## src/rtl/commit_buffer_if.sv

```systemverilog
// ---------------------------------------------------------------------------
// commit_buffer_if
// Bundles the issue, writeback and commit signals of the commit buffer.
// The signal suffixes describe direction as seen by the buffer itself.
//   issue     : flush_i, issue_valid_i, issue_data_i -> issue_ready_o,
//               issue_trans_id_o (slot the next accepted issue occupies)
//   writeback : wb_valid_i, wb_trans_id_i, wb_result_i, wb_ex_valid_i
//   commit    : commit_valid_o, commit_data_o, commit_result_o,
//               commit_ex_valid_o, commit_trans_id_o (one entry per port)
//               <- commit_ack_i
// Modports: slave = the buffer, master = the pipeline driving it.
// ---------------------------------------------------------------------------
interface commit_buffer_if #(
   parameter int NR_ENTRIES      = 8,
   parameter int NR_COMMIT_PORTS = 2,
   parameter int DATA_W          = 64,
   parameter int XLEN            = 64
);
   localparam int TID_W = $clog2(NR_ENTRIES);

   logic                                   flush_i;
   logic                                   issue_valid_i;
   logic [DATA_W-1:0]                      issue_data_i;
   logic                                   issue_ready_o;
   logic [TID_W-1:0]                       issue_trans_id_o;
   logic                                   wb_valid_i;
   logic [TID_W-1:0]                       wb_trans_id_i;
   logic [XLEN-1:0]                        wb_result_i;
   logic                                   wb_ex_valid_i;
   logic [NR_COMMIT_PORTS-1:0]             commit_valid_o;
   logic [NR_COMMIT_PORTS-1:0][DATA_W-1:0] commit_data_o;
   logic [NR_COMMIT_PORTS-1:0][XLEN-1:0]   commit_result_o;
   logic [NR_COMMIT_PORTS-1:0]             commit_ex_valid_o;
   logic [NR_COMMIT_PORTS-1:0][TID_W-1:0]  commit_trans_id_o;
   logic [NR_COMMIT_PORTS-1:0]             commit_ack_i;

   modport slave (
      input  flush_i, issue_valid_i, issue_data_i,
      output issue_ready_o, issue_trans_id_o,
      input  wb_valid_i, wb_trans_id_i, wb_result_i, wb_ex_valid_i,
      output commit_valid_o, commit_data_o, commit_result_o,
      output commit_ex_valid_o, commit_trans_id_o,
      input  commit_ack_i
   );

   modport master (
      output flush_i, issue_valid_i, issue_data_i,
      input  issue_ready_o, issue_trans_id_o,
      output wb_valid_i, wb_trans_id_i, wb_result_i, wb_ex_valid_i,
      input  commit_valid_o, commit_data_o, commit_result_o,
      input  commit_ex_valid_o, commit_trans_id_o,
      output commit_ack_i
   );
endinterface

```

## src/rtl/commit_buffer.sv

```systemverilog
// ---------------------------------------------------------------------------
// commit_buffer
// Circular in-order commit buffer. Instructions are allocated a slot at
// issue, results land out of order by slot index, and the oldest completed
// entries are presented on up to NR_COMMIT_PORTS commit ports in order.
// Ports:
//   clk_i  : clock, all state updates on the rising edge
//   rst_ni : asynchronous active-low reset
//   bus    : commit_buffer_if.slave (issue / writeback / commit groups)
// ---------------------------------------------------------------------------
module commit_buffer #(
   parameter int NR_ENTRIES      = 8,
   parameter int NR_COMMIT_PORTS = 2,
   parameter int DATA_W          = 64,
   parameter int XLEN            = 64
) (
   input  logic             clk_i,
   input  logic             rst_ni,
   commit_buffer_if.slave   bus
);
   localparam int TID_W = $clog2(NR_ENTRIES);
   localparam int CNT_W = TID_W + 1;
   localparam int ACK_W = $clog2(NR_COMMIT_PORTS + 1);

   // Per-slot state flags and storage
   logic [NR_ENTRIES-1:0] issued_q, issued_d;
   logic [NR_ENTRIES-1:0] done_q, done_d;
   logic [NR_ENTRIES-1:0] ex_q, ex_d;
   logic [DATA_W-1:0]     data_q   [NR_ENTRIES];
   logic [XLEN-1:0]       result_q [NR_ENTRIES];

   // Pointers and occupancy
   logic [TID_W-1:0] rd_ptr_q, rd_ptr_d;
   logic [TID_W-1:0] wr_ptr_q, wr_ptr_d;
   logic [CNT_W-1:0] count_q, count_d;

   logic                        issue_ready;
   logic                        issue_fire;
   logic                        wb_fire;
   logic [NR_COMMIT_PORTS-1:0]  ack_eff;
   logic [ACK_W-1:0]            nr_acks;
   logic [TID_W-1:0]            port_idx [NR_COMMIT_PORTS];

   // Readiness looks at the registered count only, so a slot freed by an
   // ack this cycle cannot be reused until the next one.
   assign issue_ready          = count_q < CNT_W'(NR_ENTRIES);
   assign bus.issue_ready_o    = issue_ready;
   assign bus.issue_trans_id_o = wr_ptr_q;
   assign issue_fire           = bus.issue_valid_i & issue_ready;

   // A writeback only lands on a slot that is live and still waiting.
   assign wb_fire = bus.wb_valid_i & issued_q[bus.wb_trans_id_i]
                    & ~done_q[bus.wb_trans_id_i];

   // Commit presentation. valid_chain / ack_chain enforce that port i is
   // only valid (and only retired) when every older port is as well.
   // NOTE: every variable assigned here gets a default first, so no path
   // leaves a value unassigned and no latch is inferred.
   always_comb begin
      logic valid_chain;
      logic ack_chain;
      logic slot_ready;
      valid_chain           = 1'b1;
      ack_chain             = 1'b1;
      nr_acks               = '0;
      ack_eff               = '0;
      bus.commit_valid_o    = '0;
      bus.commit_data_o     = '0;
      bus.commit_result_o   = '0;
      bus.commit_ex_valid_o = '0;
      bus.commit_trans_id_o = '0;
      for (int i = 0; i < NR_COMMIT_PORTS; i++) begin
         port_idx[i] = rd_ptr_q + TID_W'(i);
         slot_ready  = issued_q[port_idx[i]] & done_q[port_idx[i]]
                       & (count_q > CNT_W'(i));
         bus.commit_valid_o[i]    = slot_ready & valid_chain;
         valid_chain              = bus.commit_valid_o[i];
         // Payload outputs follow the addressed slot whether valid or not.
         bus.commit_data_o[i]     = data_q[port_idx[i]];
         bus.commit_result_o[i]   = result_q[port_idx[i]];
         bus.commit_ex_valid_o[i] = ex_q[port_idx[i]];
         bus.commit_trans_id_o[i] = port_idx[i];
         ack_eff[i] = bus.commit_ack_i[i] & bus.commit_valid_o[i] & ack_chain;
         ack_chain  = ack_eff[i];
         if (ack_eff[i]) nr_acks = nr_acks + ACK_W'(1);
      end
   end

   // Next-state for flags, pointers and count; flush overrides everything.
   always_comb begin
      issued_d = issued_q;
      done_d   = done_q;
      ex_d     = ex_q;
      rd_ptr_d = rd_ptr_q;
      wr_ptr_d = wr_ptr_q;
      count_d  = count_q;
      if (bus.flush_i) begin
         issued_d = '0;
         done_d   = '0;
         rd_ptr_d = '0;
         wr_ptr_d = '0;
         count_d  = '0;
      end else begin
         // Issue slot and acked slots never coincide: that would need the
         // buffer to be both empty (no ack) and full (no issue).
         if (issue_fire) begin
            issued_d[wr_ptr_q] = 1'b1;
            done_d[wr_ptr_q]   = 1'b0;
            ex_d[wr_ptr_q]     = 1'b0;
            wr_ptr_d           = wr_ptr_q + TID_W'(1);
         end
         if (wb_fire) begin
            done_d[bus.wb_trans_id_i] = 1'b1;
            ex_d[bus.wb_trans_id_i]   = bus.wb_ex_valid_i;
         end
         for (int i = 0; i < NR_COMMIT_PORTS; i++) begin
            if (ack_eff[i]) begin
               issued_d[port_idx[i]] = 1'b0;
               done_d[port_idx[i]]   = 1'b0;
            end
         end
         rd_ptr_d = rd_ptr_q + TID_W'(nr_acks);
         count_d  = count_q + CNT_W'(issue_fire) - CNT_W'(nr_acks);
      end
   end

   // NOTE: sequential state uses non-blocking assignments so every register
   // samples the pre-edge values regardless of block ordering.
   always_ff @(posedge clk_i or negedge rst_ni) begin
      if (!rst_ni) begin
         issued_q <= '0;
         done_q   <= '0;
         ex_q     <= '0;
         rd_ptr_q <= '0;
         wr_ptr_q <= '0;
         count_q  <= '0;
      end else begin
         issued_q <= issued_d;
         done_q   <= done_d;
         ex_q     <= ex_d;
         rd_ptr_q <= rd_ptr_d;
         wr_ptr_q <= wr_ptr_d;
         count_q  <= count_d;
      end
   end

   // NOTE: payload storage has no reset; its contents are meaningless until
   // the issued/done flags (which are reset) mark a slot as live.
   always_ff @(posedge clk_i) begin
      if (!bus.flush_i && issue_fire) data_q[wr_ptr_q] <= bus.issue_data_i;
      if (!bus.flush_i && wb_fire) result_q[bus.wb_trans_id_i] <= bus.wb_result_i;
   end
endmodule

```

## src/flat_wrapper.sv

```systemverilog
// flat-port wrapper written by rule: the top's interface ports become plain ports
module commit_buffer_flat 
#(
   parameter int NR_ENTRIES      = 8,
   parameter int NR_COMMIT_PORTS = 2,
   parameter int DATA_W          = 64,
   parameter int XLEN            = 64
)
  (clk_i, rst_ni, bus_flush_i, bus_issue_valid_i, bus_issue_data_i, bus_issue_ready_o, bus_issue_trans_id_o, bus_wb_valid_i, bus_wb_trans_id_i, bus_wb_result_i, bus_wb_ex_valid_i, bus_commit_valid_o, bus_commit_data_o, bus_commit_result_o, bus_commit_ex_valid_o, bus_commit_trans_id_o, bus_commit_ack_i);
  commit_buffer_if #(.NR_ENTRIES(NR_ENTRIES), .NR_COMMIT_PORTS(NR_COMMIT_PORTS), .DATA_W(DATA_W), .XLEN(XLEN)) bus_i ();
  input  logic clk_i;
  input  logic rst_ni;
  input wire logic [$bits(bus_i.flush_i)-1:0] bus_flush_i;
  input wire logic [$bits(bus_i.issue_valid_i)-1:0] bus_issue_valid_i;
  input wire logic [$bits(bus_i.issue_data_i)-1:0] bus_issue_data_i;
  output wire logic [$bits(bus_i.issue_ready_o)-1:0] bus_issue_ready_o;
  output wire logic [$bits(bus_i.issue_trans_id_o)-1:0] bus_issue_trans_id_o;
  input wire logic [$bits(bus_i.wb_valid_i)-1:0] bus_wb_valid_i;
  input wire logic [$bits(bus_i.wb_trans_id_i)-1:0] bus_wb_trans_id_i;
  input wire logic [$bits(bus_i.wb_result_i)-1:0] bus_wb_result_i;
  input wire logic [$bits(bus_i.wb_ex_valid_i)-1:0] bus_wb_ex_valid_i;
  output wire logic [$bits(bus_i.commit_valid_o)-1:0] bus_commit_valid_o;
  output wire logic [$bits(bus_i.commit_data_o)-1:0] bus_commit_data_o;
  output wire logic [$bits(bus_i.commit_result_o)-1:0] bus_commit_result_o;
  output wire logic [$bits(bus_i.commit_ex_valid_o)-1:0] bus_commit_ex_valid_o;
  output wire logic [$bits(bus_i.commit_trans_id_o)-1:0] bus_commit_trans_id_o;
  input wire logic [$bits(bus_i.commit_ack_i)-1:0] bus_commit_ack_i;
  assign bus_i.flush_i = bus_flush_i;
  assign bus_i.issue_valid_i = bus_issue_valid_i;
  assign bus_i.issue_data_i = bus_issue_data_i;
  assign bus_issue_ready_o = bus_i.issue_ready_o;
  assign bus_issue_trans_id_o = bus_i.issue_trans_id_o;
  assign bus_i.wb_valid_i = bus_wb_valid_i;
  assign bus_i.wb_trans_id_i = bus_wb_trans_id_i;
  assign bus_i.wb_result_i = bus_wb_result_i;
  assign bus_i.wb_ex_valid_i = bus_wb_ex_valid_i;
  assign bus_commit_valid_o = bus_i.commit_valid_o;
  assign bus_commit_data_o = bus_i.commit_data_o;
  assign bus_commit_result_o = bus_i.commit_result_o;
  assign bus_commit_ex_valid_o = bus_i.commit_ex_valid_o;
  assign bus_commit_trans_id_o = bus_i.commit_trans_id_o;
  assign bus_i.commit_ack_i = bus_commit_ack_i;
  commit_buffer #(.NR_ENTRIES(NR_ENTRIES), .NR_COMMIT_PORTS(NR_COMMIT_PORTS), .DATA_W(DATA_W), .XLEN(XLEN)) u_core (.clk_i(clk_i), .rst_ni(rst_ni), .bus(bus_i));
endmodule
```

## config.mk

```make
export PLATFORM = sky130hd
export DESIGN_NAME = commit_buffer_flat
export DESIGN_NICKNAME = d
export VERILOG_FILES = /design/src/rtl/commit_buffer_if.sv /design/src/rtl/commit_buffer.sv /design/src/flat_wrapper.sv
export SDC_FILE = /design/constraint.sdc
export NUM_CORES = 2
export LEC_CHECK = 0
export ABC_CLOCK_PERIOD_IN_PS = 11600
export BUFFER_PORTS_ARGS = -buffer_cell sky130_fd_sc_hd__buf_4
export CAP_MARGIN = 20
export CORE_ASPECT_RATIO = 1.75
export CORE_MARGIN = 3
export CORE_UTILIZATION = 35
export DETAILED_ROUTE_END_ITERATION = 8
export GPL_ROUTABILITY_DRIVEN = 0
export SLEW_MARGIN = 20
export SYNTH_ARGS = -nofsm -noshare
export SYNTH_HDL_FRONTEND = slang
export SYNTH_SLANG_ARGS = --single-unit
```

## constraint.sdc

```tcl
create_clock -name clk_i -period 11.6 [get_ports clk_i]
set_input_delay 0 -clock clk_i [delete_from_list [all_inputs] [get_ports clk_i]]
set_output_delay 0 -clock clk_i [all_outputs]
set_load 0.05 [all_outputs]
```

==> out/results.tsv <==
metric	value	unit
status	finished, final reports clean	
leading area contributor after synthesis	edfxtp_1	
layout cell share with drive strength beyond 1	19.79	%
Async SR Flop Fraction	3.214	%
Final #Nets	3472	
clock root buffer	clkbuf_16	
crit path DAT	5.71	ns
Initial Util	35.37	%
postcts setup bufs	0	
final worst slack	5.885	ns
Layout area overhead	22.40	%
crit-path cells	ha_1 > xnor2_1 > inv_1 > nor3_2 > buf_4 > buf_4 > a22oi_1 > nand4_1 > buf_4	
Final setup viols	0	
hold path start	bus_issue_data_i[26]	
first-pass GRT wire length	226400	um
CP Launch Point	u_core.rd_ptr_q[0]	
CTS sink cnt	1058	
Yosys top cell area share	70.71	%
Slowest-stage cell, CP	buf_4	
Rel. slew slack	23.76	%
Synth Flop Type	edfxtp_1	
startpoint types	register	
M1 GR Usage	28.05	%
critical path data required time	11.60	ns
total of max-cap violations	0	
GR Layer Usage met2	40.96	%
largest net degree at the start of global routing	59	
maximum clock path buffer count	3	
crit-path max FO	48	
drt first pass iters	6	
Die Wd	272.5	um
Core Box Area	122900	um^2
Peak VDD IR	0.1372	mV
FF-to-FF Start	u_core.rd_ptr_q[0]	
total global routing overflow	0	
Worst-path clk slew	0.07	ns
initial antenna violation count	6	
drt initial violations	3973	
Worst path top cell family by delay	buffers and inverters	
minimum clock period	5.715	ns
worst min path class	in2reg	
Routed WL	159800	um
H-Tree Depth	3	
Hold WS	0.06085	ns
Clock Skews	0.01827	ns
post-synthesis cell type count	47	
final setup TNS	0	ns
Rows	170	
Leakage	17.00	nW
grt peak-use layer	met2	
Commonest cells post-synth	1034 x a22oi_1, 1024 x edfxtp_1, 258 x nand4_1	
register area share after synthesis	72.66	%
Hold Fails Final Rpt	0	
final core utilization	43.30	%
Warnings, synthesis	0	
count leader, synth	a22oi_1	
vias in the first global route	33540	
FF+latch count, synth	1058	
Worst path most repeated cell	buf_4	
Avg Cell Area, Syn	15.36	um^2
RSZ-0062 raised after global routing	no	
die area	128700	um^2
Remaining DRCs	0	
Crit. End Element	output port	
Die Span Y	472.3	um
Slew @ Worst Pin	1.141	ns
Area contributors post-synth	edfxtp_1 71%, a22oi_1 18%, nand4_1 3.7%, dfrtp_1 2.0%, clkbuf_1 1.6%	
Port Buf Inserts	408	
Final Max Slew Viols	0	
Ports	409	
buffers plus inverters on the worst setup path	4	
CTS Buf Count	98	
Clock Latency Late Sink	0.71	ns
Pwr per Cell Area	153.3	nW/um^2
syn_nets	2981	
Syn Inst Count	2831	
Max stage delay on crit path	0.81	ns
Post-synth EDFFs	1024	
post-DP HPWL	87580	um
via count	32280	
TritonCTS clock tree	built	
gr usage total	23.91	%
routed len/inst	31.67	um
fmax	0.1750	GHz
Final period util	49.27	%
crit path kind	reg2out	
GR Util met3	5.474	%
Place WS	6.573	ns
Vias/cell	6.397	
synthesized cell area	43490	um^2
ANT nets after route	0	
-- per-layer routing --
metal	share of wire (%)	up-vias
met5	0	-
met4	4.1	0
met3	9.9	422
met2	49	2158
met1	37	16510
li1	-	13180
-- worst register-to-register path, cell delays in order, from the launching register on --
cell and delay [ns]:
dfrtp_1 0.75, ha_1 0.42, xnor2_1 0.76, inv_1 0.43, nor2_4 0.21, buf_4 0.60, buf_4 0.92, nand3_1 0.17
o21bai_1 0.20, a211oi_1 0.10, dlygate4sd3_1 0.60
-- repair_timing --
action	in CTS	in global routing
resized for setup	0	0
endpoints found under the hold margin	1096	0
hold buffers	152	0
-- path summary, 6_finish.rpt --
path	end	slack, ns	cells past startpoint
worst max-delay path	bus_commit_result_o[125]	5.89	9
worst min-delay path	u_core.data_q[6][26]	0.06	2
worst max register to register	u_core.issued_q[0]	6.31	10
worst min register to register	u_core.ex_q[6]	0.60	1
max in group asynchronous	u_core.bus.issue_trans_id_o[2]	10.95	4
min in group asynchronous	u_core.rd_ptr_q[2]	0.45	4
-- final cells by class --
cell class	instances	area, um^2
antenna	7	17.52
tap	1634	2044
inverter	16	60.06
multi-input combinational	1516	11100
clock inverter	63	663.1
timing repair buffer	632	5135
fill	11120	69710
sequential	1058	31600
clock buffer	120	2609
-- metrics by stage --
stage	total power (W)	area (um^2)	instances
floorplan	0.004655	43490	2831
global route	0.008405	53220	5041
CTS	0.008216	53210	5039
finish	0.008160	53230	5046
detailed placement	0.004888	48410	4704
global placement	0.004882	48410	4704
-- placed cells by master, fill, tap and decap left out, drive strengths merged, types with 4 or more instances in the layout --
cell,netlist,routed
a221oi,8,8
a211oi,11,11
clkinv,0,40
clkbuf,188,120
buf,53,481
inv,16,21
nand2,33,33
dfrtp,34,34
nand2b,8,8
ha,9,9
mux2i,5,5
xnor2,5,5
o22ai,5,5
o21bai,7,7
nor2,43,43
clkinvlp,0,7
nor3,5,5
nand4,259,259
dlygate4sd3,0,151
diode,0,7
nand3,16,16
a22oi,1034,1034
edfxtp,1024,1024
o2111ai,4,4
mux4,5,5
a21oi,15,15
nor2b,10,10
bufinv,0,11
-- flip-flops by register name, indices dropped and copies added, names as in the netlist --
signal and count:
u_core.data_q 512, u_core.result_q 512, u_core.done_q 8, u_core.ex_q 8, u_core.issued_q 8, u_core.count_q 4, u_core.bus.issue_trans_id_o 3, u_core.rd_ptr_q 3
-- logic make-up after synthesis --
family / share of synthesized area [%]
mux: 0.4258
flops: 72.66
buf+inv: 2.345
simple gates: 5.121
compound gates: 18.97
fa+ha+maj: 0.3510
xor+xnor: 0.1208
-- power by group --
| part | internal (W) | switching (W) |
|---|---|---|
| Combinational | 0.000183 | 0.000378 |
| Sequential | 0.00426 | 0.0000385 |
| Clock | 0.00185 | 0.00145 |
| Total | 0.00630 | 0.00186 |
(Power assumes the default switching activity.)
